[config.mk]
export PLATFORM = sky130hd
export DESIGN_NAME = num_feeder
export DESIGN_NICKNAME = d
export VERILOG_FILES = /design/src/rtl/num_feeder.sv
export SDC_FILE = /design/constraint.sdc
export NUM_CORES = 1
export LEC_CHECK = 0
export BUFFER_PORTS_ARGS = -buffer_cell sky130_fd_sc_hd__buf_2
export CAP_MARGIN = 20
export CORE_MARGIN = 3
export CORE_UTILIZATION = 51
export DETAILED_ROUTE_END_ITERATION = 10
export PLACE_DENSITY = 0.81
export SLEW_MARGIN = 25
export SYNTH_ARGS = -nofsm -noshare
export SYNTH_HDL_FRONTEND = slang
export SYNTH_SLANG_ARGS = --single-unit
export TNS_END_PERCENT = 30
[constraint.sdc]
create_clock -name clk -period 2.5 [get_ports clk]
set_input_delay 0.25 -clock clk [delete_from_list [all_inputs] [get_ports clk]]
set_output_delay 0.25 -clock clk [all_outputs]
set_load 0.01 [all_outputs]
[src/rtl/num_feeder.sv]
// Circular symbol FIFO feeding a downstream detector's 2-bit num input.
// Optional macro NUM_FEEDER_ZERO_FILTER_EN drops incoming 2'b00 symbols.
module num_feeder #(
  parameter int unsigned DEPTH = 8,
  parameter int unsigned AW    = 3
) (
  input  logic          clk,
  input  logic          reset,
  input  logic          in_valid,
  input  logic [1:0]    in_data,
  output logic          in_ready,
  input  logic          out_en,
  output logic [1:0]    num,
  output logic [AW:0]   count,
  output logic          empty,
  output logic          full,
  output logic          overflow
);

  localparam int unsigned   CW   = AW + 1;
  localparam logic [AW-1:0] LAST = AW'(DEPTH - 1);

  logic [1:0]    r_mem [DEPTH];
  logic [AW-1:0] r_wr_ptr;
  logic [AW-1:0] r_rd_ptr;
  logic [AW:0]   r_count;
  logic          r_overflow;

  logic w_sym_ok;
  logic w_full;
  logic w_empty;
  logic w_push;
  logic w_pop;

`ifdef NUM_FEEDER_ZERO_FILTER_EN
  assign w_sym_ok = (in_data != 2'b00);
`else
  assign w_sym_ok = 1'b1;
`endif

  assign w_full  = (r_count == CW'(DEPTH));
  assign w_empty = (r_count == CW'(0));
  assign w_push  = in_valid && !w_full && w_sym_ok;
  assign w_pop   = out_en && !w_empty;

  // Pointers, occupancy and sticky overflow
  always_ff @(posedge clk or posedge reset) begin
    if (reset) begin
      r_wr_ptr   <= '0;
      r_rd_ptr   <= '0;
      r_count    <= '0;
      r_overflow <= 1'b0;
    end else begin
      if (w_push) r_wr_ptr <= (r_wr_ptr == LAST) ? '0 : r_wr_ptr + AW'(1);
      if (w_pop)  r_rd_ptr <= (r_rd_ptr == LAST) ? '0 : r_rd_ptr + AW'(1);
      case ({w_push, w_pop})
        2'b10:   r_count <= r_count + CW'(1);
        2'b01:   r_count <= r_count - CW'(1);
        default: r_count <= r_count;
      endcase
      if (in_valid && w_full && w_sym_ok) r_overflow <= 1'b1;
    end
  end

  // Storage is not reset; occupancy alone decides what is valid
  always_ff @(posedge clk) begin
    if (w_push) r_mem[r_wr_ptr] <= in_data;
  end

  assign num      = w_empty ? 2'b00 : r_mem[r_rd_ptr];
  assign in_ready = !w_full;
  assign count    = r_count;
  assign empty    = w_empty;
  assign full     = w_full;
  assign overflow = r_overflow;

endmodule

Yosys cells after proc, flatten, opt, wreduce, memory -nomap -nowiden
Memory sizes are Yosys's and may differ from the RTL's.
Cells that the tools add are included.
{"block": "totals", "output_inout_bits": 10, "elab_cells": 27, "reg_bits": 11, "inputBits": 6, "memories": 1, "ram_bits": 16}
{"block": "op_classes", "add_sub_neg": 4, "reduce_logical": 7, "n_mux": 6, "eq_ne": 5}
{"name": "r_mem", "words": 8, "width": 2, "read_ports": 1, "rd_clocked_by_memory_dff": 0, "write_ports": 1, "line": "23", "text": "logic [1:0] r_mem [DEPTH];"}
{"op": "$pmux W4 S2", "n": 1}
{"op": "$add A3 B1 Y3 const B", "n": 2}
{"op": "$eq A3 B3 Y1 const B", "n": 2}
{"op": "$mux W3", "n": 2}
{"op": "$add A4 B1 Y4 const B", "n": 1}
{"op": "$eq A4 B4 Y1 const B", "n": 1}
{"op": "$logic_not A4 Y1", "n": 1}
{"op": "$sub A4 B1 Y4 const B", "n": 1}
{"op": "$logic_and A1 B1 Y1", "n": 3}
{"op": "$eq A2 B1 Y1 const B", "n": 1}
{"op": "$eq A2 B2 Y1 const B", "n": 1}
{"op": "$logic_not A1 Y1", "n": 2}
{"op": "$mux W1", "n": 2}
{"op": "$mux W2", "n": 1}
{"op": "$reduce_bool A2 Y1", "n": 1}

Longest topological paths before layout
Gate-level depths: netlist (run 1).
{"block": "depth", "depth_word": 5, "ltp_mapped": 10, "ltp_nobuf": 8}

Worst setup path after synthesis (run 1)
Ideal clock, no wire load.
{"block": "synth_path", "kind": "flip-flop to flip-flop", "startpoint": "reg r_count[1] (netlist: count[1])", "endpoint": "reg r_count[3] (netlist: count[3])", "stages_incl_launch_ff": 10, "synth_period_minus_slack_ns": 2.661, "arrival_ns": 2.571, "required_time_ns": 2.410, "path_buffers": 3, "setup_ns": 0.090, "setup_slack_ns": -0.161, "cell_sequence": "dfrtp_1 buf_6 or4b_1 buf_6 nand2_8 ha_1 clkbuf_1 or4b_2 a21o_1 o221ai_1"}
{"block": "synth_via", "elab_chain_len": 5, "word_cells_on_any_way": 12, "cone_classes": "2 x add/sub; 3 x eq/ne; 1 x mux; 6 x reduce/logical"}
{"element": "start, declared", "line": "26", "text": "logic [AW:0] r_count;"}
{"element": "start signal, assigned", "line": "57", "text": "2'b10: r_count <= r_count + CW'(1);"}
{"element": "start signal, assigned", "line": "58", "text": "2'b01: r_count <= r_count - CW'(1);"}
{"element": "start signal, assigned", "line": "59", "text": "default: r_count <= r_count;"}
{"element": "$eq A4 B4 Y1 (*)", "line": "41", "text": "assign w_full = (r_count == CW'(DEPTH));"}
{"element": "$logic_not A1 Y1 (*)"}
{"element": "via in_ready", "line": "11", "text": "output logic in_ready,"}
{"element": "$logic_and A1 B1 Y1 (*)", "line": "43", "text": "assign w_push = in_valid && !w_full && w_sym_ok;"}
{"element": "$eq A2 B1 Y1 / $eq A2 B2 Y1 (equally long branches)", "line": "56", "text": "case ({w_push, w_pop})"}
{"element": "$pmux W4 S2 / $reduce_bool A2 Y1 (equally long branches)"}
Mark *: on every way through the listed nets, which the timed path passes. The rest lies on a longest branch.
A chain may end at the register's enable or synchronous reset.

Worst setup path in the final report (run 1)
{"block": "layout_path", "startpoint": "reg r_count[0] (netlist: count[0])", "endpoint": "reg r_count[3] (netlist: count[3])"}
{"block": "layout_via", "elab_chain_len": 5, "word_cells_on_any_way": 12, "cone_classes": "2 x add/sub; 3 x eq/ne; 1 x mux; 6 x reduce/logical"}
{"element": "$eq A4 B4 Y1 / $logic_not A4 Y1 (equally long branches)", "line": "41, 42"}
{"element": "$logic_not A1 Y1, on equally long branches", "line": "43, 44"}
{"element": "$logic_and A1 B1 Y1, on equally long branches", "line": "43, 44"}
{"element": "$eq A2 B1 Y1 / $eq A2 B2 Y1 (equally long branches)", "line": "56"}
{"element": "$pmux W4 S2 / $reduce_bool A2 Y1 (equally long branches)"}
Several ways; a longest one is shown, not always the timed one.

==> run metrics, run 1 <==
library cells used by synthesis 34; Die Y between 50 and 60 µm; FILL cells between 200 and 250; Setup CP Type reg -> reg; Bufs and invs on worst path 0; Die Width a little under 60 µm; Mean Syn Cell Area approximately 14 µm²; I/O Buffers 15; net switching power roughly 0.00065 W; Area Overhead vs Synth 13.6%; Fin Hold WS about 200 ps; Seq pwr share between 40% and 50%; Hold Path End r_mem[3][1]$_DFFE_PP_; Leakage roughly 0.64 nW; initial antenna violation count 0; CTS max path bufs 2; minimum clock period between 2000 and 2500 ps; worst r2r dst count[3]$_DFFE_PP0P_; Clock power frac about a tenth; combinational power share 48.0%; DP HPWL about 1.7 mm; Setup Viol. Count Final 0; GRT overflow 0; routed len/inst about 15 µm; Rows 18; number of global-route vias before repair roughly 840; CP startpoint kind flop; most frequent cells in the layout edfxtp_1 (16), buf_2 (15), dfrtp_1 (11); Worst Skew between 5 and 6 ps; internal power about 0.0011 W; Top Family by Delay on Critical Path simple AND/OR/NAND/NOR gates; clk_lat worst skew 320 ps; Reg-to-Reg Start count[0]$_DFFE_PP0P_; unrepaired setup endpoints after global routing false; Mapped Nets 110; Initial DRC Count 16; CTS Root Cell clkbuf_4; Critical Path End Type flop; clock slew at reported path FFs ~140 ps; Post-Layout Cell Count approximately 150; hold_sp in_data[1]; CTS Buf Count 3; layout cells sized above 1 34.7%; Synth Register Bits 27; Global Route Usage Sum between 10 and 15%; Mapped Area 1380 µm²; Die ar. ~3400 µm²; I/O Pins 16; final clock period utilization by the worst path 93.0%; DRC viols 0; Primary FF master, synth edfxtp_1; max frequency around 430 MHz; final hold vios 0; Synth Instances 97; TritonCTS Sinks 27; Worst EP required about 2700 ps; Slew @ Worst Pin 526 ps; critical path, cell by cell or4b_4 -> nand2_8 -> ha_2 -> or3b_1 -> a2111oi_2 -> o221ai_1; CP peak stage delay ~600 ps; Slew Viols, Final 0; slew margin rel. roughly 65%; register area share after synthesis 54.9%; CTS tree yes; Peak VDD IR slightly above 0.8 mV; routability cong. 0.812; pin count of the biggest net entering global routing 16; starting density of the core between 50% and 60%; WHS Path Cells 1; most common cell after layout, fill and taps aside edfxtp_1; Worst Path Arrival ~2500 ps; Synth warnings 0; maximum fanout along the worst path 6; # diodes 0; Setup TNS 0 ps; drt pass-1 iters 2; Net Sw Frac between 30% and 40%; via count between 800 and 900; reg2reg setup slack about 180 ps; Max H-tree Level 1; Final Core Density around 62%; R2R cell count 6; async set or reset register ratio after synthesis about two fifths; Core Area between 2000 and 3000 µm²; MaxCap Viol Count 0; EDFF count, synth 16; post-route ant nets 0; vias per inst about 5.7; Final #Nets roughly 130; Critical-path top delay cell or4b_4; Cells after DPL approximately 140; status finished, final reports clean; min-delay worst type in -> reg; final wirelength 2.23 mm; Post-CTS Setup Bufs 0; pwr dens about 1100 nW/µm²; global-route wire length before repair 3.81 mm
sequential cells by signal, summed over array words and instances, names as in the netlist:
register	flops
r_rd_ptr	3
r_mem	16
overflow	1
r_wr_ptr	3
count	4
worst max-delay path by stage:
stage	startpoint	endpoint	depth (start not counted)
4_1_cts	count[0]$_DFFE_PP0P_	count[3]$_DFFE_PP0P_	6
6_report	count[0]$_DFFE_PP0P_	count[3]$_DFFE_PP0P_	6
2_1_floorplan	count[2]$_DFFE_PP0P_	count[3]$_DFFE_PP0P_	8
3_3_place_gp	count[0]$_DFFE_PP0P_	count[3]$_DFFE_PP0P_	6
5_1_grt	count[0]$_DFFE_PP0P_	count[3]$_DFFE_PP0P_	6
3_5_place_dp	count[0]$_DFFE_PP0P_	count[3]$_DFFE_PP0P_	6
cell usage after synthesis (all sizes together) (2+ instances only):
library cell	number	share of area, %
a21o	3	1.6
buf	4	2.4
dfrtp	11	20
edfxtp	16	35
ha	7	6.4
inv	5	1.4
mux2	5	4.9
mux2i	3	2.2
mux4	4	6.5
nand2	3	2.0
nand2b	3	1.4
nor2	7	1.9
nor2b	2	0.91
nor3	5	1.8
nor4	2	0.91
o41ai	2	2.6
or4b	2	1.5
xnor2	2	1.3
power by group through the flow:
stage / Clock, W / Combinational, W / Sequential [W]
after floorplan: 0 / 0.000627 / 0.000748
after global placement: 0 / 0.000821 / 0.000735
after detailed placement: 0 / 0.000853 / 0.000749
after CTS: 0.000184 / 0.000859 / 0.000737
after global routing: 0.000209 / 0.000937 / 0.000760
final: 0.000183 / 0.000849 / 0.000736
stage by stage:
stage / power, W / setup WS [ps] / area [µm²]
after floorplan: 0.00138 / 23.9 / 1420
after detailed placement: 0.00160 / 96.9 / 1520
after CTS: 0.00178 / 71.4 / 1560
final: 0.00177 / 176 / 1570
after global routing: 0.00191 / 65.5 / 1570
after global placement: 0.00156 / 164 / 1520
logic make-up after synthesis:
kind of cell	after synthesis	share of synthesized area, %
AO/OA/AOI/OAI	10	6.81
XOR/XNOR	3	1.91
adder cells (fa/ha/maj)	7	6.36
buffers and inverters	10	4.00
flip-flops	27	54.9
multiplexers	12	13.6
AND/OR/NAND/NOR	28	12.4
cell type report:
type	instances	area, µm²	share of cell area, %
repair buffers	22	130	8.31
clock inverters	1	5.00	0.320
inverters	5	18.8	1.20
clock buffers	3	22.5	1.44
flip-flops and latches	27	756	48.3
well taps	30	37.5	2.40
multi-input cells	60	596	38.0
routing by layer:
layer | wire, µm | GRT usage (%) | up-vias
met5 | 0 | 0 | -
met4 | 15 | 5.63 | 0
met3 | 72 | 2.00 | 2
met2 | 1080 | 21.6 | 14
met1 | 1060 | 22.3 | 421
li1 | - | - | 408
what timing repair did:
action	4_1_cts	5_1_grt
setup endpoints to repair	0	1
hold buffers	1	0
gates resized for setup	0	1
endpoints found under the hold margin	11	0
Power figures use the tool's default switching activity.
==> inputs of run 2 (changes only) <==
- ABC_AREA: unset -> 1
==> run 2 against run 1 <==
Effect of this change: area after synthesis down 2.2%; clock power hardly changed; final area down 4.6%; setup slack better by 240 ps; via count is 17% higher; largest cell class unchanged; highest routed layer unchanged.
==> run metrics, run 2 <==
most common cell after layout, fill and taps aside nor2_1; final wirelength 2.40 mm; Final #Nets approximately 170; via count a little under 1000; Slew Viols, Final 0; slew margin rel. around 71%; Mean Syn Cell Area ~9.8 µm²; minimum clock period 2090 ps; GRT overflow 0; post-route ant nets 0; Synth top area share between 30% and 40%; Synth Register Bits 27; Slew @ Worst Pin 438 ps; R2R cell count 12; Die Y between 50 and 60 µm; post-CTS sizing 0; Initial DRC Count 32; CP startpoint kind flop; WHS Path Cells 2; status finished, final reports clean; unrepaired setup endpoints after global routing false; Synth area leaders edfxtp_1 (36%), dfrtp_1 (20%), nor2_1 (7.0%); Final Core Density 59.7%; Largest register FFs 16; Leakage 0.679 nW; Setup TNS 0 ps; CP peak stage delay between 400 and 500 ps; Mapped Area 1350 µm²; internal power 0.000961 W; Worst Skew 3.46 ps; clk_lat worst skew ~320 ps; Die Width between 50 and 60 µm; library cells used by synthesis 25; DP HPWL around 1.9 mm; Synth Instances ~140; Top Family by Delay on Critical Path simple AND/OR/NAND/NOR gates; Cells after DPL 182; min-delay worst type in -> reg; Critical Path End Type flop; CP Depth 12; TritonCTS Sinks 27; Reg-to-Reg Start count[0]$_DFFE_PP0P_; hold_sp in_valid; routability cong. 0.736; Fin Hold WS 165 ps; # diodes 0; critical path, cell by cell nor2_2 -> nand2_2 -> nor2_4 -> nor2_2 -> ha_1 -> nand2_1 -> inv_1 -> nor2_1 -> ha_1 -> a21oi_1 -> or2_1 -> a31oi_1; Max H-tree Level 1; Setup Slack @ Placement approximately 420 ps; net switching power approximately 0.00072 W; vias per inst 5.28; CTS tree yes; async set or reset register ratio after synthesis between 40% and 50%; register area share after synthesis 56.1%; initial antenna violation count 0; Reg with most FFs r_mem; Bufs and invs on worst path 1; pin count of the biggest net entering global routing 16; Clock power frac 11.0%; Seq pwr share approximately 44%; CP Launch Point count[0]$_DFFE_PP0P_; CTS max path bufs 2; post-synth top area cell edfxtp_1; Synth warnings 0; maximum fanout along the worst path 7; Post-Layout Cell Count ~190; I/O Pins 16; EDFF count, synth 16; most frequent cells in the layout nor2_1 (25), nand2_1 (22), inv_1 (16), edfxtp_1 (16), buf_2 (15); drt pass-1 iters 4; CTS Buf Count 3; layout cells sized above 1 19.7%; DRC viols 0; Core Area between 2000 and 2500 µm²; Critical-path top delay cell dfrtp_1; max frequency 479 MHz; Rows 18; MaxCap Viol Count 0; clock slew at reported path FFs roughly 140 ps; CTS Root Cell clkbuf_4; Setup Viol. Count Final 0; Setup CP Type reg -> reg; commonest cells in the netlist nor2_1 (25), nand2_1 (22), edfxtp_1 (16), inv_1 (16), o21ai_0 (13); Primary FF master, synth edfxtp_1; number of global-route vias before repair approximately 900; routed len/inst about 13 µm; Area Overhead vs Synth 10.8%; I/O Buffers 15; starting density of the core 53.9%; Final WS setup around 410 ps; Mapped Nets about 150; Global Route Usage Sum around 16%; Peak VDD IR 0.862 mV; global-route wire length before repair between 3 and 4 mm; combinational power share between 40 and 50%; final hold vios 0; Die ar. between 3000 and 4000 µm²; most frequent cell after synthesis nor2_1; Net Sw Frac a little over two fifths; pwr dens approximately 1100 nW/µm²; Worst Path Arrival around 2300 ps; final clock period utilization by the worst path 83.4%; Worst EP required approximately 2800 ps
run 2: changes by cell type after synthesis, moves of 4 or more:
| cell | change |
|---|---|
| nand2_1 | +20 |
| nor2_1 | +18 |
| o21ai_0 | +12 |
| inv_1 | +11 |
| nor3_1 | -5 |
| mux4_2 | -4 |
| nand3_1 | +4 |
run 2: per-layer routing:
metal  track usage, %  share of wire [%]
met1             20.4                 46
met2             24.5                 48
met3             2.71                3.8
met4             7.95                1.8
met5                0                  0
run 2: worst paths after layout:
check,end,slack [ps]
max,count[2]$_DFFE_PP0P_,410
min,overflow$_DFFE_PP0P_,170
max reg2reg,count[2]$_DFFE_PP0P_,410
min reg2reg,overflow$_DFFE_PP0P_,470
max in group asynchronous,r_wr_ptr[1]$_DFFE_PP0P_,1760
min in group asynchronous,count[3]$_DFFE_PP0P_,440
run 2: worst reg2reg max path, delay by kind of cell (launching register included):
family          cells  cell delay [ps]
simple gates        7              960
flops               1              470
fa+ha+maj           2              390
compound gates      2              170
buf+inv             1               40
run 2: cell type report:
type	count	area, µm²
clock buffers	3	22.5
clock inverters	1	5.00
fillers	212	1010
inverters	18	67.6
multi-input cells	92	519
flip-flops and latches	27	756
well taps	30	37.5
repair buffers	16	85.1
run 2: repair_timing:
| item | CTS | global route |
|---|---|---|
| setup buffers | 0 | 0 |
| endpoints found under the hold margin | 11 | 0 |
| hold buffers | 1 | 0 |
run 2: metrics by stage:
step,area (µm²),power [W]
3_5_place_dp,1460,0.00151
5_1_grt,1490,0.00183
6_report,1490,0.00168
3_3_place_gp,1460,0.00146
2_1_floorplan,1350,0.00128
4_1_cts,1490,0.00169
run 2: power groups by stage:
stage,Sequential [W],Clock (W),Combinational [W]
floorplan,0.000727,0,0.000558
global placement,0.000741,0,0.000720
detailed placement,0.000752,0,0.000758
CTS,0.000742,0.000189,0.000763
global route,0.000765,0.000208,0.000859
finish,0.000745,0.000185,0.000751
run 2: kinds of logic after synthesis:
family                   after synthesis  synth area share [%]
adder cells (fa/ha/maj)                7                  6.50
AO/OA/AOI/OAI                         22                  9.84
buffers and inverters                 19                  5.39
XOR/XNOR                               2                  1.30
flip-flops                            27                  56.1
AND/OR/NAND/NOR                       61                  20.9
==> inputs of run 3 (changes only) <==
- ABC_AREA: 1 -> 0
- clock period: 2.5 -> 1.79 ns (I/O delays scaled with it)
==> run 3 against run 2 <==
Effect of this change: the flow now finishes with violations (setup timing); largest power group unchanged; combinational power up 110%; first-iteration DRC count down 31%; clock skew up 7.5 ps; core utilization rose by 12 points; critical endpoint is now count[3]$_DFFE_PP0P_; die area is 2.0% higher.
==> run metrics, run 3 (synthesis gave the netlist of run 1 again) <==
clk_lat worst skew about 330 ps; CTS Buf Count 3; # diodes 0; Core Area 2520 µm²; I/O Pins 16; final wirelength 2.79 mm; final clock period utilization by the worst path 126%; failing checks setup timing; clock slew at reported path FFs ~150 ps; Final WS setup -461 ps; status complete, but fails checks; most common cell after layout, fill and taps aside buf_4; Worst Path Arrival between 2000 and 2500 ps; pin count of the biggest net entering global routing 17; Die ar. roughly 3400 µm²; Global Route Usage Sum between 10% and 20%; Setup TNS -1560 ps; initial antenna violation count 0; layout cells sized above 1 52.2%; CTS max path bufs 2; Rows 18; I/O Buffers 15; routed len/inst roughly 17 µm; grt peak-use layer met2; starting density of the core around 55%; TritonCTS Sinks 27; DRC viols 0; number of global-route vias before repair 924; global-route wire length before repair ~4.2 mm; pwr dens 1590 nW/µm²; maximum fanout along the worst path 3; slew margin rel. a little over two thirds; met1 usage a little under a quarter; CP startpoint kind flop; Setup Slack @ Placement -554 ps; Slew @ Worst Pin about 450 ps; Die Width roughly 58 µm; max frequency approximately 440 MHz; Setup Viol. Count Final 8; CTS tree yes; min-delay worst type in -> reg; Area Overhead vs Synth 32.1%; Leakage ~0.75 nW; routability cong. 0.845; vias per inst roughly 5.5; MaxCap Viol Count 0; DP HPWL between 1.5 and 2 mm; Fin Hold WS 109 ps; Slew Viols, Final 0; Peak VDD IR 1.26 mV; met3 Usage GRT between 2 and 2.5%; Critical Path End Type flop; Largest register FFs 16; Setup CP Type reg -> reg; CTS Root Cell clkbuf_4; final hold vios 0; post-route ant nets 0; routing usage on met2 between 20% and 30%; Worst EP required 2010 ps; most frequent cells in the layout buf_4 (18), edfxtp_1 (16), buf_2 (14); Die Y 58.0 µm; Initial DRC Count 22; GRT overflow 0; unrepaired setup endpoints after global routing true; Max H-tree Level 1; Final #Nets 150; via count ~920; Worst Skew around 11 ps; drt pass-1 iters 4; minimum clock period approximately 2300 ps; Reg with most FFs r_mem
[run 3: changes by cell type in the layout (fill, tap and decap cells not counted), sizes merged, moves of 4 or more]
| cell | previous run | this run |
|---|---|---|
| buf | 15 | 39 |
| nor2 | 29 | 7 |
| nand2 | 24 | 3 |
| inv | 18 | 5 |
| o21ai | 13 | 1 |
| mux2 | 0 | 5 |
| nand3 | 6 | 1 |
| nor3 | 0 | 5 |
| mux4 | 0 | 4 |
[run 3: worst paths after layout]
check / slack, ps / from / end / cells after the start
setup / recovery: -460 / count[1]$_DFFE_PP0P_ / count[3]$_DFFE_PP0P_ / 6
hold / removal: 110 / in_data[0] / r_mem[3][0]$_DFFE_PP_ / 1
setup reg to reg: -460 / count[1]$_DFFE_PP0P_ / count[3]$_DFFE_PP0P_ / 6
hold reg to reg: 480 / overflow$_DFFE_PP0P_ / overflow$_DFFE_PP0P_ / 1
max in group asynchronous: 1090 / reset / r_rd_ptr[0]$_DFFE_PP0P_ / 3
min in group asynchronous: 370 / reset / count[1]$_DFFE_PP0P_ / 3
[run 3: critical path, stage by stage (launching register included)]
cell and delay [ps]:
dfrtp_1 440, or4b_4 600, nand2_8 100, ha_4 150
or3b_4 400, a2111oi_4 310, o221ai_1 140
[run 3: final cells by class]
type / count / area (µm²)
clock inverter: 1 / 7.51
fill: 171 / 703
clock buffer: 3 / 22.5
timing repair buffer: 40 / 307
sequential: 27 / 757
tap: 30 / 37.5
inverter: 5 / 18.8
multi-input combinational: 60 / 669
[run 3: layer usage]
metal / vias to the layer above / share of wire (%)
li1: 439 / -
met1: 458 / 44
met2: 22 / 52
met3: 2 / 3.0
met4: 0 / 0.68
met5: - / 0
[run 3: what timing repair did]
action,in CTS,in global routing
setup endpoints to repair,12,12
pin swaps,5,6
gates cloned,0,0
endpoints found under the hold margin,11,0
buffers inserted,4,2
resized for setup,8,12
hold buffers,1,0
[run 3: where the power goes]
part	switching [W]	leakage [nW]	internal, W
logic	0.000679	0.464	0.000873
clock network	0.000187	0.0139	0.0000856
registers	0.000215	0.274	0.000849
total	0.00108	0.752	0.00181
[run 3: per-stage QoR]
| step | cells | area [µm²] | power, W | util [%] |
|---|---|---|---|---|
| after floorplan | 97 | 1430 | 0.00193 | - |
| after global placement | 155 | 1640 | 0.00231 | 65.0 |
| after detailed placement | 155 | 1640 | 0.00238 | 65.0 |
| after CTS | 164 | 1740 | 0.00275 | 69.1 |
| after global routing | 166 | 1820 | 0.00310 | 72.1 |
| final | 166 | 1820 | 0.00289 | 72.1 |
